===== src/rtl/aes_fsm_decrypt.sv =====
// Toy 8-bit AES round decryptor: expands the key forward to k(R),
// then unwinds one round per clock back to the plaintext byte.
module aes_fsm_decrypt #(
    parameter int NUM_ROUNDS = 4
) (
    input  logic       clk,
    input  logic       rst,
    input  logic       start,
    input  logic [7:0] cipher_in,
    input  logic [7:0] key_in,
    output logic [7:0] plain_out,
    output logic       ready,
    output logic       busy,
    output logic [2:0] state_o,
    output logic [2:0] round_o
);

    localparam logic [2:0] IDLE       = 3'd0;
    localparam logic [2:0] KEY_EXPAND = 3'd1;
    localparam logic [2:0] WHITEN     = 3'd2;
    localparam logic [2:0] ROUND      = 3'd3;
    localparam logic [2:0] DONE       = 3'd4;

    localparam logic [2:0] LAST = 3'(NUM_ROUNDS);

    function automatic logic [3:0] sinv4(input logic [3:0] x);
        logic [3:0] y;
        unique case (x)
            4'h0: y = 4'h5;
            4'h1: y = 4'hE;
            4'h2: y = 4'hF;
            4'h3: y = 4'h8;
            4'h4: y = 4'hC;
            4'h5: y = 4'h1;
            4'h6: y = 4'h2;
            4'h7: y = 4'hD;
            4'h8: y = 4'hB;
            4'h9: y = 4'h4;
            4'hA: y = 4'h6;
            4'hB: y = 4'h3;
            4'hC: y = 4'h0;
            4'hD: y = 4'h7;
            4'hE: y = 4'h9;
            4'hF: y = 4'hA;
        endcase
        return y;
    endfunction

    logic [2:0] state;
    logic [2:0] cnt;
    logic [7:0] data;
    logic [7:0] key;
    logic [7:0] kp;
    logic [7:0] key_fwd;
    logic [7:0] data_inv;

    // Inverse round: undo swap, then Sinv per nibble, then add k(r-1)
    assign kp       = {key[0] ^ cnt[0], key[7:1] ^ {4'd0, cnt[2:1]}};
    assign data_inv = {sinv4(data[3:0]), sinv4(data[7:4])} ^ kp;
    assign key_fwd  = {key[6:0], key[7]} ^ {5'd0, cnt + 3'd1};

    always_ff @(posedge clk) begin
        if (rst) begin
            state     <= IDLE;
            cnt       <= 3'd0;
            data      <= 8'h00;
            key       <= 8'h00;
            plain_out <= 8'h00;
        end else begin
            case (state)
                IDLE, DONE: begin
                    if (start) begin
                        data  <= cipher_in;
                        key   <= key_in;
                        cnt   <= 3'd0;
                        state <= KEY_EXPAND;
                    end
                end
                KEY_EXPAND: begin
                    key <= key_fwd;
                    cnt <= cnt + 3'd1;
                    if (cnt == LAST - 3'd1)
                        state <= WHITEN;
                end
                WHITEN: begin
                    data  <= data ^ key;
                    state <= ROUND;
                end
                ROUND: begin
                    data <= data_inv;
                    key  <= kp;
                    cnt  <= cnt - 3'd1;
                    if (cnt == 3'd1) begin
                        plain_out <= data_inv;
                        state     <= DONE;
                    end
                end
                default: state <= IDLE;
            endcase
        end
    end

    assign ready   = (state == DONE);
    assign busy    = (state == KEY_EXPAND) || (state == WHITEN)
                  || (state == ROUND);
    assign state_o = state;
    assign round_o = cnt;

endmodule


===== config.mk =====
export PLATFORM = sky130hd
export DESIGN_NAME = aes_fsm_decrypt
export DESIGN_NICKNAME = d
export VERILOG_FILES = /design/src/rtl/aes_fsm_decrypt.sv
export SDC_FILE = /design/constraint.sdc
export NUM_CORES = 1
export LEC_CHECK = 0
export CAP_MARGIN = 10
export CORE_MARGIN = 3
export CORE_UTILIZATION = 50
export DETAILED_ROUTE_END_ITERATION = 10
export GPL_ROUTABILITY_DRIVEN = 0
export GPL_TIMING_DRIVEN = 1
export PLACE_DENSITY_LB_ADDON = 0.05
export RECOVER_POWER = 25
export SLEW_MARGIN = 40
export SYNTH_ARGS = -nofsm -noshare
export SYNTH_HDL_FRONTEND = slang
export SYNTH_SLANG_ARGS = --single-unit
export TNS_END_PERCENT = 20

===== constraint.sdc =====
create_clock -name clk -period 5.17 [get_ports clk]
set_input_delay 1.034 -clock clk [delete_from_list [all_inputs] [get_ports clk]]
set_output_delay 1.034 -clock clk [all_outputs]
set_load 0.05 [all_outputs]

# Word-level counts from Yosys, hierarchy flattened
# Memory sizes are Yosys's and may differ from the RTL's. A register that Yosys moved wholly into a read port is not among the register bits.
# Index checks and enable logic that the tools add are counted.
[totals]
mem_count = 2
out_inout_bits = 16
register_bits = 30
wordCells = 47
mem_bits_ro = 128
[op_classes]
eq_ne = 9
addsub = 2
n_reduce_logical = 10
bitwise = 5
muxes = 14
[memory_table]
columns = ["memory", "words", "word_bits", "rd", "rd_clocked_by_memory_dff", "wr", "line_no", "rtl"]
rows = [
  ["(no name shown)", 16, 4, 1, 1, 0, "28", "unique case (x)"],
  ["(no name shown)", 16, 4, 1, 1, 0, "28", ""],
]
[op_table]
columns = ["op", "n"]
rows = [
  ["8-bit case mux with 3 select lines", 2],
  ["4-bit 2-to-1 mux", 4],
  ["8-bit 2-to-1 mux", 2],
  ["8-bit XOR", 2],
  ["3-bit 2-to-1 mux", 4],
  ["3-bit case mux with 4 select lines", 1],
  ["3-bit by 2-bit equality test with 1-bit output (second input constant)", 3],
  ["3-bit case mux with 3 select lines", 1],
  ["8-bit by 3-bit XOR with 8-bit output", 1],
  ["7-bit by 2-bit XOR with 7-bit output", 1],
  ["3-bit by 1-bit equality test with 1-bit output (second input constant)", 2],
  ["2-bit inequality test (second input constant)", 3],
  ["2-bit AND reduction", 3],
  ["3-bit nonzero test", 2],
  ["3-bit by 1-bit adder with 3-bit output (second input constant)", 1],
  ["3-bit equality test (second input constant)", 1],
  ["3-bit zero test", 1],
  ["3-bit AND reduction", 1],
  ["3-bit by 1-bit subtractor with 3-bit output (second input constant)", 1],
  ["1-bit logical OR", 2],
  ["2-bit OR reduction", 1],
  ["1-bit XOR", 1],
]

# Longest topological paths before layout
[depth]
ltp_word = 6
mapped_depth = 13
ltp_nobuf = 11

# Worst setup path after synthesis
# No wires, ideal clock.
[synth_path]
path_kind = "input port to flip-flop"
startpoint = "input port start"
endpoint = "register (tool-made name)"
n_path_buf = 2
stages = 10
t_arrival_ns = 3.151
slack_ns = 1.897
cell_sequence = "or3b_1 -> buf_2 -> buf_4 -> mux2i_1 -> o21ai_0 -> and2_1 -> inv_1 -> ha_1 -> and2_4 -> a221o_1"
[synth_lines]
columns = ["element", "line_no", "rtl"]
rows = [
  ["from (decl)", "8", "input logic start,"],
]

==> metrics.cfg <==
[die]
num_rows=24
die_w_um=74.97
ios=35
start_util=0.5316
core_area_um2=4474
dieArea_um2=5621
die_h_um=74.97

[yosys]
syn_nets=312
seq_area_frac_synth=0.3198
ys_ff_latch=38
synth_area_leader_cell=dfxtp_1
synth_flop_cell=dfxtp_1
netlist_instances=277
netlist_top_cells_area=dfxtp_1, mux2i_1, ha_1
synth_top_area_frac=0.3198
syn_area_um2=2379
synth.distinct_cells=46
ys_warn_count=0
ys_async_sr_fraction=0
synth_edf_count=0
avgSynthCellArea_um2=8.587

[clock_tree]
clkTransAtPathRegs_ps=70
cts_hold_buf=0
cts_setup_buffers=0
cts_sinks=38
cts_htree_levels=2
clockRootBuffer=clkbuf_8
cts_tree=yes
cts_buffers=5
cts_resized=0
clk_path_buf_depth=2
clock_latency_ps=290

[global_route]
first_global_vias=1768
gr-usage-met2=0.3095
overflow=0
use_met3=0.05607
track_usage=0.2031
grt_busiest_layer=met2
use_met1=0.2828
grt_max_degree=33
grt_pass1_wl_um=8659
antenna_found_initial=0

[critical_path]
end_kind=flip-flop
rr_worst_depth=8
critPathArrivalTime_ps=4240
start_kind=input port
criticalPathCategory=in -> reg
cp_data_required_time_ps=5390
worst-path-max-fanout=18

[placed_design]
dpl.hpwl_um=3935
dpl.cell_count=349
pre_cts_slack_ps=961.2
io_buffers=34

[job]
maxCapViolCount=0

[timing]
tightest_slew_ps=794.9
finalHoldViolations=0
maxSlewHeadroom=0.4694
setup_tns_ps=0
rsz0062_at_grt=false
period_needed_ps=4019
max_freq_ghz=0.2488
fin_crit_sh=0.7773
drv_slew=0
setup_ws_ps=1151
finalClockSkew_ps=4.246
setup_viol=0

[route]
drc=0
drt-initial-drc-count=91
wirelength_um=5297
num_vias=1964
first_pass_iters=4
antenna_left=0
routedWlPerCell_um=14.88
viasPerCell=5.517

[worst_hold_path]
min_path_type=reg -> reg
hold_depth=2

[final_layout]
finalNonFillerCells=356
area_growth_pct=18.25
nets=340
layout_common_cells=nor2_1, dfxtp_1, clkdlybuf4s50_1, a211oi_1, mux2i_1
fill_cells=396
drive_gt1_frac=0.06250
layout_commonest_cell=nor2_1
diodes=0

[power]
ir_drop_v=0.0001805
p_per_area_nw_per_um2=445.6
p_leak_nw=1.127
power_w=0.001253

[outcome]
status=completed

-- layout make-up --
type	count	area [µm²]	area share
tap	52	65.06	0.02313
inverter	15	56.30	0.02002
multi-input combinational	207	1481	0.5267
clock buffer	6	82.58	0.02936
timing repair buffer	38	366.6	0.1303
sequential	38	760.7	0.2705
-- synthesized netlist by cell type (2+ instances only) --
| cell type | n |
|---|---|
| nand2b_1 | 2 |
| dfxtp_1 | 38 |
| and2_1 | 7 |
| and3_1 | 2 |
| nand2_1 | 9 |
| a31oi_1 | 3 |
| nor2b_1 | 6 |
| o31ai_1 | 2 |
| buf_2 | 4 |
| o21ai_0 | 11 |
| a21o_1 | 2 |
| a211oi_1 | 24 |
| xnor2_1 | 10 |
| nand3b_1 | 3 |
| ha_1 | 16 |
| or3_1 | 2 |
| xor2_1 | 8 |
| a21oi_1 | 11 |
| clkbuf_1 | 11 |
| inv_1 | 14 |
| o22ai_1 | 3 |
| mux2_2 | 3 |
| o211ai_1 | 2 |
| nand3_1 | 2 |
| nor2_1 | 40 |
| mux2i_1 | 22 |
-- stage by stage --
stage,hold slack (ps),util,cell area [µm²]
2_1_floorplan,532.2,-,2379
3_3_place_gp,472.9,0.6093,2726
3_5_place_dp,481.8,0.6093,2726
4_1_cts,497.8,0.6278,2809
5_1_grt,515.1,0.6286,2813
6_report,490.5,0.6286,2813
-- power by group --
| group | total (W) | internal, W | switching [W] |
|---|---|---|---|
| Sequential | 0.000459 | 0.000368 | 0.0000913 |
| Combinational | 0.000597 | 0.000261 | 0.000336 |
| Clock | 0.000197 | 0.000103 | 0.0000939 |
| Total | 0.00125 | 0.000732 | 0.000521 |
-- logic make-up (layout without fill, tap and decap cells) --
group                    after synthesis  after routing  share of synthesized area
AO/OA/AOI/OAI                         70             70                     0.2088
XOR/XNOR                              18             18                    0.06628
adder cells (fa/ha/maj)               16             16                    0.08417
buffers and inverters                 32             59                    0.05734
flip-flops                            38             38                     0.3198
multiplexers                          25             25                     0.1068
AND/OR/NAND/NOR                       78             78                     0.1568
-- worst max-delay path, cell delays in order --
cell           delay, ps
dlygate4sd3_1        540
or3b_1               670
o21ai_0              210
o22ai_1              130
a211oi_1             570
inv_1                200
ha_1                 400
inv_1                 80
mux2_2               260
mux2i_1              130
-- metal layers --
layer  vias up  part of all wire
li1       1025                 -
met1       895              0.49
met2        34              0.45
met3        10             0.041
met4         0             0.016
met5         -                 0
-- final timing paths --
check        slack, ps          from      endpoint
min                490  plain_out[0]  plain_out[0]
min reg2reg        490  plain_out[0]  plain_out[0]
max               1150         start     flip-flop
max reg2reg       1650    state_o[0]     flip-flop
Note: power is estimated with default switching activity, not from simulation.
